<file path="config.mk">
export PLATFORM = sky130hd
export DESIGN_NAME = dmem_responder
export DESIGN_NICKNAME = d
export VERILOG_FILES = /design/src/rtl/dmem_responder.sv
export SDC_FILE = /design/constraint.sdc
export NUM_CORES = 1
export LEC_CHECK = 0
export BUFFER_PORTS_ARGS = -buffer_cell sky130_fd_sc_hd__buf_2
export CORE_ASPECT_RATIO = 1.75
export CORE_MARGIN = 4
export CORE_UTILIZATION = 40
export DETAILED_ROUTE_END_ITERATION = 7
export GPL_TIMING_DRIVEN = 0
export HOLD_SLACK_MARGIN = 0.02
export PLACE_DENSITY = 0.7
export SETUP_SLACK_MARGIN = 0.3
export SLEW_MARGIN = 5
export SYNTH_ARGS = -nofsm -noshare
export SYNTH_HDL_FRONTEND = slang
export SYNTH_SLANG_ARGS = --single-unit
</file>
<file path="constraint.sdc">
create_clock -name clk_in -period 2.8 [get_ports clk_in]
set_input_delay 0.28 -clock clk_in [delete_from_list [all_inputs] [get_ports clk_in]]
set_output_delay 0.28 -clock clk_in [all_outputs]
set_load 0.03 [all_outputs]
</file>
<file path="src/rtl/dmem_responder.sv">
// dmem_responder: services CPU load/store requests against one synchronous-read
// block-RAM port with byte write enables. Stores are steered onto byte lanes,
// loads are extracted and sign/zero-extended, and every accepted request gets
// exactly one response over a valid/ready handshake.
//
// Optional feature macro: DMEM_MISALIGN_TRAP_EN
//   defined   : misaligned Lw/Sw/Lh/Lhu/Sh return resp_err=1 without touching the RAM
//   undefined : no misalignment check; halfwords use lane 2*addr[1], words ignore addr[1:0]
module dmem_responder #(
  parameter int ADDR_WIDTH   = 12,
  parameter int READ_LATENCY = 2
) (
  input  logic                  clk_in,
  input  logic                  rst_in,
  input  logic                  req_valid,
  output logic                  req_ready,
  input  logic [3:0]            req_func,
  input  logic [31:0]           req_addr,
  input  logic [31:0]           req_wdata,
  output logic                  resp_valid,
  input  logic                  resp_ready,
  output logic [31:0]           resp_data,
  output logic                  resp_err,
  output logic                  mem_en,
  output logic [3:0]            mem_we,
  output logic [ADDR_WIDTH-1:0] mem_addr,
  output logic [31:0]           mem_wdata,
  input  logic [31:0]           mem_rdata
);

  localparam logic [3:0] F_LW  = 4'd0;
  localparam logic [3:0] F_LH  = 4'd1;
  localparam logic [3:0] F_LHU = 4'd2;
  localparam logic [3:0] F_LB  = 4'd3;
  localparam logic [3:0] F_LBU = 4'd4;
  localparam logic [3:0] F_SW  = 4'd5;
  localparam logic [3:0] F_SH  = 4'd6;
  localparam logic [3:0] F_SB  = 4'd7;

  typedef enum logic [1:0] {IDLE, ISSUE, WAIT, RESP} state_t;

  state_t                  state_q, state_d;
  logic [1:0]              cnt_q, cnt_d;
  logic [3:0]              func_q;
  logic [1:0]              lane_q;
  logic                    mem_en_q, mem_en_d;
  logic [3:0]              mem_we_q, mem_we_d;
  logic [ADDR_WIDTH-1:0]   mem_addr_q, mem_addr_d;
  logic [31:0]             mem_wdata_q, mem_wdata_d;
  logic [31:0]             resp_data_q, resp_data_d;
  logic                    resp_err_q, resp_err_d;
  logic                    accept;
  logic [1:0]              lane_in;
  logic                    misal_in;
  logic                    unused_addr_bits;

  // Codes 8..15 are all NopM.
  function automatic logic is_nop(input logic [3:0] f);
    return f[3];
  endfunction

  function automatic logic is_store(input logic [3:0] f);
    return (f == F_SW) || (f == F_SH) || (f == F_SB);
  endfunction

  // Byte lane where the access starts; halfwords sit on even lanes, words on lane 0.
  function automatic logic [1:0] access_lane(input logic [3:0] f, input logic [1:0] a);
    case (f)
      F_LB, F_LBU, F_SB: return a;
      F_LH, F_LHU, F_SH: return {a[1], 1'b0};
      default:           return 2'b00;
    endcase
  endfunction

`ifdef DMEM_MISALIGN_TRAP_EN
  function automatic logic misaligned(input logic [3:0] f, input logic [1:0] a);
    case (f)
      F_LW, F_SW:        return a != 2'b00;
      F_LH, F_LHU, F_SH: return a[0];
      default:           return 1'b0;
    endcase
  endfunction
`endif

  function automatic logic [3:0] store_mask(input logic [3:0] f, input logic [1:0] lane);
    case (f)
      F_SW:    return 4'b1111;
      F_SH:    return 4'b0011 << lane;
      F_SB:    return 4'b0001 << lane;
      default: return 4'b0000;
    endcase
  endfunction

  // Replicate the store data so whichever lanes are enabled see the right bytes.
  function automatic logic [31:0] store_data(input logic [3:0] f, input logic [31:0] wd);
    case (f)
      F_SW:    return wd;
      F_SH:    return {2{wd[15:0]}};
      F_SB:    return {4{wd[7:0]}};
      default: return 32'd0;
    endcase
  endfunction

  function automatic logic [31:0] load_extract(input logic [3:0] f, input logic [1:0] lane,
                                               input logic [31:0] w);
    logic [31:0] s;
    s = w >> {lane, 3'b000};
    case (f)
      F_LB:    return {{24{s[7]}}, s[7:0]};
      F_LBU:   return {24'd0, s[7:0]};
      F_LH:    return {{16{s[15]}}, s[15:0]};
      F_LHU:   return {16'd0, s[15:0]};
      default: return w;
    endcase
  endfunction

  assign unused_addr_bits = ^req_addr[31:ADDR_WIDTH+2];
  assign lane_in          = access_lane(req_func, req_addr[1:0]);
`ifdef DMEM_MISALIGN_TRAP_EN
  assign misal_in         = misaligned(req_func, req_addr[1:0]);
`else
  assign misal_in         = 1'b0;
`endif

  assign req_ready  = (state_q == IDLE) && !rst_in;
  assign resp_valid = (state_q == RESP);
  assign resp_data  = resp_data_q;
  assign resp_err   = resp_err_q;
  assign mem_en     = mem_en_q;
  assign mem_we     = mem_we_q;
  assign mem_addr   = mem_addr_q;
  assign mem_wdata  = mem_wdata_q;

  // Next-state and next-output logic; RAM strobes default low so they only pulse in ISSUE.
  always_comb begin
    state_d     = state_q;
    cnt_d       = cnt_q;
    accept      = 1'b0;
    mem_en_d    = 1'b0;
    mem_we_d    = 4'b0000;
    mem_addr_d  = '0;
    mem_wdata_d = 32'd0;
    resp_data_d = resp_data_q;
    resp_err_d  = resp_err_q;
    case (state_q)
      IDLE: begin
        if (req_valid) begin
          accept      = 1'b1;
          resp_data_d = 32'd0;
          resp_err_d  = 1'b0;
          if (is_nop(req_func)) begin
            state_d = RESP;
          end else if (misal_in) begin
            state_d    = RESP;
            resp_err_d = 1'b1;
          end else begin
            state_d     = ISSUE;
            mem_en_d    = 1'b1;
            mem_addr_d  = req_addr[ADDR_WIDTH+1:2];
            mem_we_d    = store_mask(req_func, lane_in);
            mem_wdata_d = store_data(req_func, req_wdata);
          end
        end
      end
      ISSUE: begin
        if (is_store(func_q)) begin
          state_d = RESP;
        end else begin
          state_d = WAIT;
          cnt_d   = 2'(READ_LATENCY - 1);
        end
      end
      WAIT: begin
        if (cnt_q == 2'd0) begin
          resp_data_d = load_extract(func_q, lane_q, mem_rdata);
          state_d     = RESP;
        end else begin
          cnt_d = cnt_q - 2'd1;
        end
      end
      RESP: begin
        if (resp_ready) begin
          state_d     = IDLE;
          resp_data_d = 32'd0;
          resp_err_d  = 1'b0;
        end
      end
      default: state_d = IDLE;
    endcase
  end

  // State and registered outputs; reset clears everything visible at the ports.
  always_ff @(posedge clk_in) begin
    if (rst_in) begin
      state_q     <= IDLE;
      cnt_q       <= 2'd0;
      mem_en_q    <= 1'b0;
      mem_we_q    <= 4'b0000;
      mem_addr_q  <= '0;
      mem_wdata_q <= 32'd0;
      resp_data_q <= 32'd0;
      resp_err_q  <= 1'b0;
    end else begin
      state_q     <= state_d;
      cnt_q       <= cnt_d;
      mem_en_q    <= mem_en_d;
      mem_we_q    <= mem_we_d;
      mem_addr_q  <= mem_addr_d;
      mem_wdata_q <= mem_wdata_d;
      resp_data_q <= resp_data_d;
      resp_err_q  <= resp_err_d;
    end
  end

  // Request context kept for the load extraction after the RAM read returns.
  always_ff @(posedge clk_in) begin
    if (accept) begin
      func_q <= req_func;
      lane_q <= lane_in;
    end
  end

endmodule

</file>
==> results.sh, run 1 <==
export IMPL_worstPathMaxFanout=10
export IMPL_dieArea_sq_mm=0.0120
export IMPL_wirelength_um=12000
export IMPL_fillCellCount=953
export IMPL_start_util=0.413
export IMPL_synth_edf_count=6
export IMPL_max_clock_path_buffers=2
export IMPL_portBuffers=168
export IMPL_irDropWorstVdd_v=0.000443
export IMPL_crit_start="state_q[0]"
export IMPL_worstMarginPinSlew_ns=1.00
export IMPL_hpwl_um=9720
export IMPL_diodes=0
export IMPL_grt_max_degree=20
export IMPL_viasPerCell=5.18
export IMPL_grt_overflow=0
export IMPL_r2r_end="resp_data[4]"
export IMPL_p_sw_w=0.00156
export IMPL_drive_above_1_share=0.367
export IMPL_hold_viol=0
export IMPL_async_flop_share=0
export IMPL_cts_tree="built"
export IMPL_core_area_sq_mm=0.00997
export IMPL_final_area_sq_mm=0.00541
export IMPL_rrSetupSlack_ns=0.60
export IMPL_p_per_area_mw_per_mm2=766
export IMPL_seq_area_frac_synth=0.457
export IMPL_drcViolationCount=0
export IMPL_p_leak_nw=2.46
export IMPL_status="completed"
export IMPL_max_freq_ghz=0.454
export IMPL_rows=48
export IMPL_crit_path_start_kind="flop"
export IMPL_p_int_w=0.00258
export IMPL_post_cts_buffers=0
export IMPL_cts_root_buf="clkbuf_16"
export IMPL_ios=188
export IMPL_placed_area_sq_mm=0.00511
export IMPL_synth_ff_type="dfxtp_1"
export IMPL_max_cap_viol_count=0
export IMPL_ant_nets=0
export IMPL_clk_latency_ns=0.34
export IMPL_switching_share=0.376
export IMPL_die_w_um=84.7
export IMPL_ys_types=52
export IMPL_ff2ff_path_depth=8
export IMPL_rsz0062_at_grt="false"
export IMPL_yosysWarnings=0
export IMPL_grt_pass1_vias=4043
export IMPL_r2r_start="state_q[0]"
export IMPL_syn_num_nets=567
export IMPL_grt_first_pass_wirelength_um=19100
export IMPL_vias=3959
export IMPL_hold_path_endpoint="mem_addr[0]"
export IMPL_place_congestion=0.885
export IMPL_worstHoldPathCells=2
export IMPL_syn_avg_cell_area_sq_um=9.02
export IMPL_final_common_cell="buf_2"
export IMPL_clock_power_share=0.293
export IMPL_cp_required_ns=3.06
export IMPL_final_cell_mix="buf_2 (181), dfxtp_1 (85), nand2_1 (70)"
export IMPL_p_comb_frac=0.341
export IMPL_path_class="flop to flop"
export IMPL_netlist_instances=456
export IMPL_drtPass1Iterations=5
export IMPL_skew_ns=0.00911
export IMPL_maxSlewViolCount=0
export IMPL_setup_viol=0
export IMPL_pwr_share_seq=0.366
export IMPL_clk_pin_slew_ns=0.07
export IMPL_wl_per_cell_um=15.6
export IMPL_worstPathArrival_ns=2.46
export IMPL_period_share=0.787
export IMPL_ctsHoldBuffers=0
export IMPL_synth_seq_cells=91
export IMPL_track_usage=0.198
export IMPL_slew_headroom=0.327
export IMPL_antenna_found_initial=0
export IMPL_min_period_ns=2.20
export IMPL_numClockSinks=91
export IMPL_fp_dieH_um=142
export IMPL_initialDrtViolationCount=165
export IMPL_endpoint_kind="flop"
export IMPL_min_from="req_addr[2]"
export IMPL_cts_buffers=9
export IMPL_min_path_type="input pin to flop"
export IMPL_htreeDepth=3
export IMPL_layout_nets=746
export IMPL_syn2layout_area_growth_pct=31.4
export IMPL_netlist_area_sq_mm=0.00411
export IMPL_ctsResizeCount=0
export IMPL_final_setup_tns_ns=0
worst max-delay path by stage:
stage,end,slack [ns],depth (start not counted)
after floorplan,resp_data[4],0.80,8
after global placement,resp_data[4],0.62,8
after detailed placement,mem_we[2],0.58,7
after CTS,resp_data[4],0.59,8
after global routing,mem_we[2],0.36,7
final,resp_data[4],0.60,8
worst max-delay path, cell delays in order, from the launching register on:
cell and delay [ns]:
dfxtp_1 0.42, inv_1 0.11, ha_1 0.26, or2b_2 0.21, nand4b_4 0.13, or2_4 0.29, buf_6 0.15, a311o_1 0.30
a221oi_2 0.26
power by group through the flow:
stage	combinational [W]	clock (W)	sequential (W)
after floorplan	0.000844	0	0.00171
after global placement	0.00138	0	0.00154
after detailed placement	0.00141	0	0.00155
after CTS	0.00141	0.00125	0.00152
after global routing	0.00155	0.00130	0.00153
final	0.00141	0.00121	0.00152
cell type report:
class | count | area (sq um) | share of cell area
Buffer | 34 | 174 | 0.0322
Clock buffer | 9 | 225 | 0.0417
Clock inverter | 7 | 68.8 | 0.0127
Inverter | 11 | 41.3 | 0.00764
Multi-Input combinational cell | 320 | 2020 | 0.373
Sequential cell | 91 | 1880 | 0.348
Tap cell | 125 | 156 | 0.0289
Timing Repair Buffer | 168 | 841 | 0.156
cells in the mapped netlist (3+ instances only):
master	count	area share
dfxtp_1	85	0.41
nand2_1	70	0.064
nor2_1	42	0.038
a21oi_1	29	0.035
o21ai_0	24	0.029
and2_1	20	0.030
buf_2	13	0.016
clkbuf_1	11	0.010
inv_1	11	0.010
mux2_2	10	0.027
a22oi_1	9	0.016
nand3b_1	9	0.016
o21ai_2	9	0.019
a21boi_0	8	0.015
a221oi_1	8	0.017
a221oi_2	7	0.026
a311o_1	7	0.017
ha_1	7	0.021
mux2i_1	7	0.017
o21bai_1	7	0.013
edfxtp_1	6	0.044
buf_1	5	0.0046
nor2b_1	4	0.0061
nor3_1	4	0.0049
a211oi_1	3	0.0055
buf_6	3	0.0082
o31ai_1	3	0.0055
or3_1	3	0.0046
state kept, by name, summed over array words and instances, names as in the netlist:
signal,flops
mem_addr,12
resp_data,32
func_q,4
lane_q,2
mem_en,1
mem_we,4
state_q,2
cnt_q,2
mem_wdata,32
metrics by stage:
step	utilization	setup slack, ns	hold slack, ns	instances	power [W]
final	0.542	0.596	0.132	765	0.00414
after global routing	0.542	0.358	0.125	765	0.00438
after CTS	0.542	0.585	0.116	765	0.00418
after detailed placement	0.513	0.582	0.436	749	0.00295
after global placement	0.513	0.622	0.430	749	0.00292
after floorplan	-	0.804	0.379	456	0.00255
cell families after synthesis:
logic type               synth area share
XOR/XNOR                          0.00639
adder cells (fa/ha/maj)            0.0213
multiplexers                       0.0481
AO/OA/AOI/OAI                       0.215
flip-flops                          0.457
AND/OR/NAND/NOR                     0.198
buffers and inverters              0.0523
other                            0.000912
per-layer routing:
layer	share of wire	global-route usage	vias up
met2	0.53	0.377	199
met4	0.026	0.0792	0
met3	0.10	0.0666	19
met1	0.34	0.193	1792
met5	0	0	-
li1	-	-	1949
(Power assumes the default switching activity.)
==> run 2: changes to the inputs <==
- PLACE_DENSITY: 0.7 -> 0.73
- clock period: 2.8 -> 1.8 ns (I/O delays scaled with it)
==> run 2 against run 1 <==
  * The flow now finishes with violations (negative setup slack)
  * Global-route usage up 1.2 points
  * Hold slack worse by 0.10 ns
  * Via count up 6.2%
  * Routed wire length up 7.7%
  * Die area unchanged
  * Combinational power up 110%
  * Total power up 74%
  * Cell area up 10%
  * Largest power group is now combinational cells
==> results.sh, run 2 (synthesized netlist as in run 1, its figures left out) <==
export IMPL_wl_per_cell_um=16.4
export IMPL_path_depth=8
export IMPL_die_w_um=84.7
export IMPL_ant_nets=0
export IMPL_hold_viol=0
export IMPL_fp_dieH_um=142
export IMPL_max_freq_ghz=0.516
export IMPL_drcViolationCount=0
export IMPL_max_cap_viol_count=0
export IMPL_rsz0062_at_grt="true"
export IMPL_cts_root_buf="clkbuf_16"
export IMPL_p_leak_nw=2.68
export IMPL_cp_num_buf_inv=2
export IMPL_clock_power_share=0.263
export IMPL_grt_first_pass_wirelength_um=20100
export IMPL_place_congestion=0.930
export IMPL_ff2ff_path_depth=8
export IMPL_finalNonFillerCells=787
export IMPL_track_usage=0.210
export IMPL_grt_pass1_vias=4241
export IMPL_initialDrtViolationCount=190
export IMPL_cts_buffers=9
export IMPL_worstPathMaxFanout=6
export IMPL_htreeDepth=3
export IMPL_irDropWorstVdd_v=0.000667
export IMPL_switching_share=0.378
export IMPL_cp_required_ns=2.06
export IMPL_p_int_w=0.00448
export IMPL_p_sw_w=0.00272
export IMPL_r2r_end="resp_data[4]"
export IMPL_min_period_ns=1.94
export IMPL_cts_tree="built"
export IMPL_r2r_start="state_q[1]"
export IMPL_worstPathArrival_ns=2.20
export IMPL_final_common_cell="buf_2"
export IMPL_ios=188
export IMPL_placed_cells=749
export IMPL_path_cells="inv_2, ha_2, nand2b_4, nand4b_4, or2_4, buf_6, a311o_1, a221oi_2"
export IMPL_violations="negative setup slack"
export IMPL_fillCellCount=883
export IMPL_final_cell_mix="buf_2 (172), dfxtp_1 (81), nand2_1 (69)"
export IMPL_p_per_area_mw_per_mm2=1210
export IMPL_endpoint_kind="flop"
export IMPL_status="complete, but fails checks"
export IMPL_path_class="flop to flop"
export IMPL_min_path_type="input pin to flop"
export IMPL_slew_headroom=0.531
export IMPL_grt_max_degree=20
export IMPL_clk_pin_slew_ns=0.07
export IMPL_final_setup_tns_ns=-2.15
export IMPL_vias=4206
export IMPL_antenna_found_initial=1
export IMPL_setup_ws_ns=-0.138
export IMPL_rows=48
export IMPL_core_area_sq_mm=0.00997
export IMPL_critical_path_top_delay_family="compound AO/OA/AOI/OAI gates"
export IMPL_p_comb_frac=0.404
export IMPL_drtPass1Iterations=5
export IMPL_drive_above_1_share=0.447
export IMPL_clk_latency_ns=0.35
export IMPL_hpwl_um=9830
export IMPL_finalPower_w=0.00720
export IMPL_hold_path_endpoint="mem_addr[9]"
export IMPL_fin_util=0.599
export IMPL_grt_overflow=0
export IMPL_pwr_share_seq=0.334
export IMPL_worstMarginPinSlew_ns=0.704
export IMPL_layout_nets=768
export IMPL_skew_ns=0.00887
export IMPL_start_util=0.413
export IMPL_cp_slowest_cell="dfxtp_4"
export IMPL_numClockSinks=91
export IMPL_min_from="req_addr[11]"
export IMPL_portBuffers=168
export IMPL_max_stage_delay_ns=0.39
export IMPL_diodes=0
export IMPL_viasPerCell=5.34
export IMPL_syn2layout_area_growth_pct=45.1
export IMPL_rrSetupSlack_ns=-0.14
export IMPL_setup_viol=26
export IMPL_max_clock_path_buffers=2
export IMPL_wirelength_um=12900
export IMPL_crit_path_start_kind="flop"
export IMPL_dieArea_sq_mm=0.0120
export IMPL_worstHoldPathCells=2
export IMPL_maxSlewViolCount=0
export IMPL_period_share=1.08
export IMPL_place_ws_ns=-0.284
==> run 2: worst max path at each step <==
stage | from | endpoint | slack, ns
CTS | state_q[0] | resp_data[5] | -0.15
floorplan | state_q[0] | resp_data[4] | -0.08
finish | state_q[1] | resp_data[4] | -0.14
global route | state_q[0] | resp_data[9] | -0.21
global placement | state_q[1] | resp_data[4] | -0.23
detailed placement | state_q[0] | resp_data[5] | -0.28
==> run 2: routing by layer <==
metal / GRT usage / wire (um) / vias up
li1: - / - / 1999
met1: 0.202 / 4340 / 1915
met2: 0.391 / 6680 / 238
met3: 0.0637 / 1200 / 52
met4: 0.116 / 667 / 2
met5: 0 / 12 / -
==> run 2: power groups by stage <==
stage,combinational (W),clock (W),sequential [W]
floorplan,0.00139,0,0.00268
global placement,0.00222,0,0.00242
detailed placement,0.00228,0,0.00243
CTS,0.00270,0.00194,0.00240
global route,0.00312,0.00202,0.00242
finish,0.00291,0.00189,0.00240
==> run 2: worst register-to-register path, delay by kind of cell, from the launching register on <==
kind                       cells  cell delay [ns]
DFF                            1             0.39
AOI/OAI and AO/OA              2             0.57
and+or+nand+nor                3             0.48
buffers and inverters          2             0.21
adders and majority gates      1             0.21
==> run 2: layout make-up <==
| class | count | area [sq um] | area share |
|---|---|---|---|
| multi-input cells | 320 | 2240 | 0.376 |
| flip-flops and latches | 91 | 1890 | 0.317 |
| repair buffers | 190 | 1080 | 0.182 |
| plain buffers | 34 | 239 | 0.0400 |
| clock buffers | 9 | 225 | 0.0377 |
| well taps | 125 | 156 | 0.0262 |
| clock inverters | 7 | 86.3 | 0.0145 |
| inverters | 11 | 43.8 | 0.00734 |
==> run 2: what timing repair did <==
action                                 CTS  global route
gates resized for setup                 36            23
setup endpoints to repair               79            86
hold buffers                             1             0
setup buffers                           18             2
endpoints found under the hold margin    1             0
gates cloned                             1             0
pin swaps                               19            11
==> run 2: metrics by stage <==
step	hold slack, ns	cell area [sq um]
floorplan	0.279	4200
global placement	0.379	5200
detailed placement	0.384	5200
CTS	0.0205	5850
global route	0.0297	5970
finish	0.0266	5970
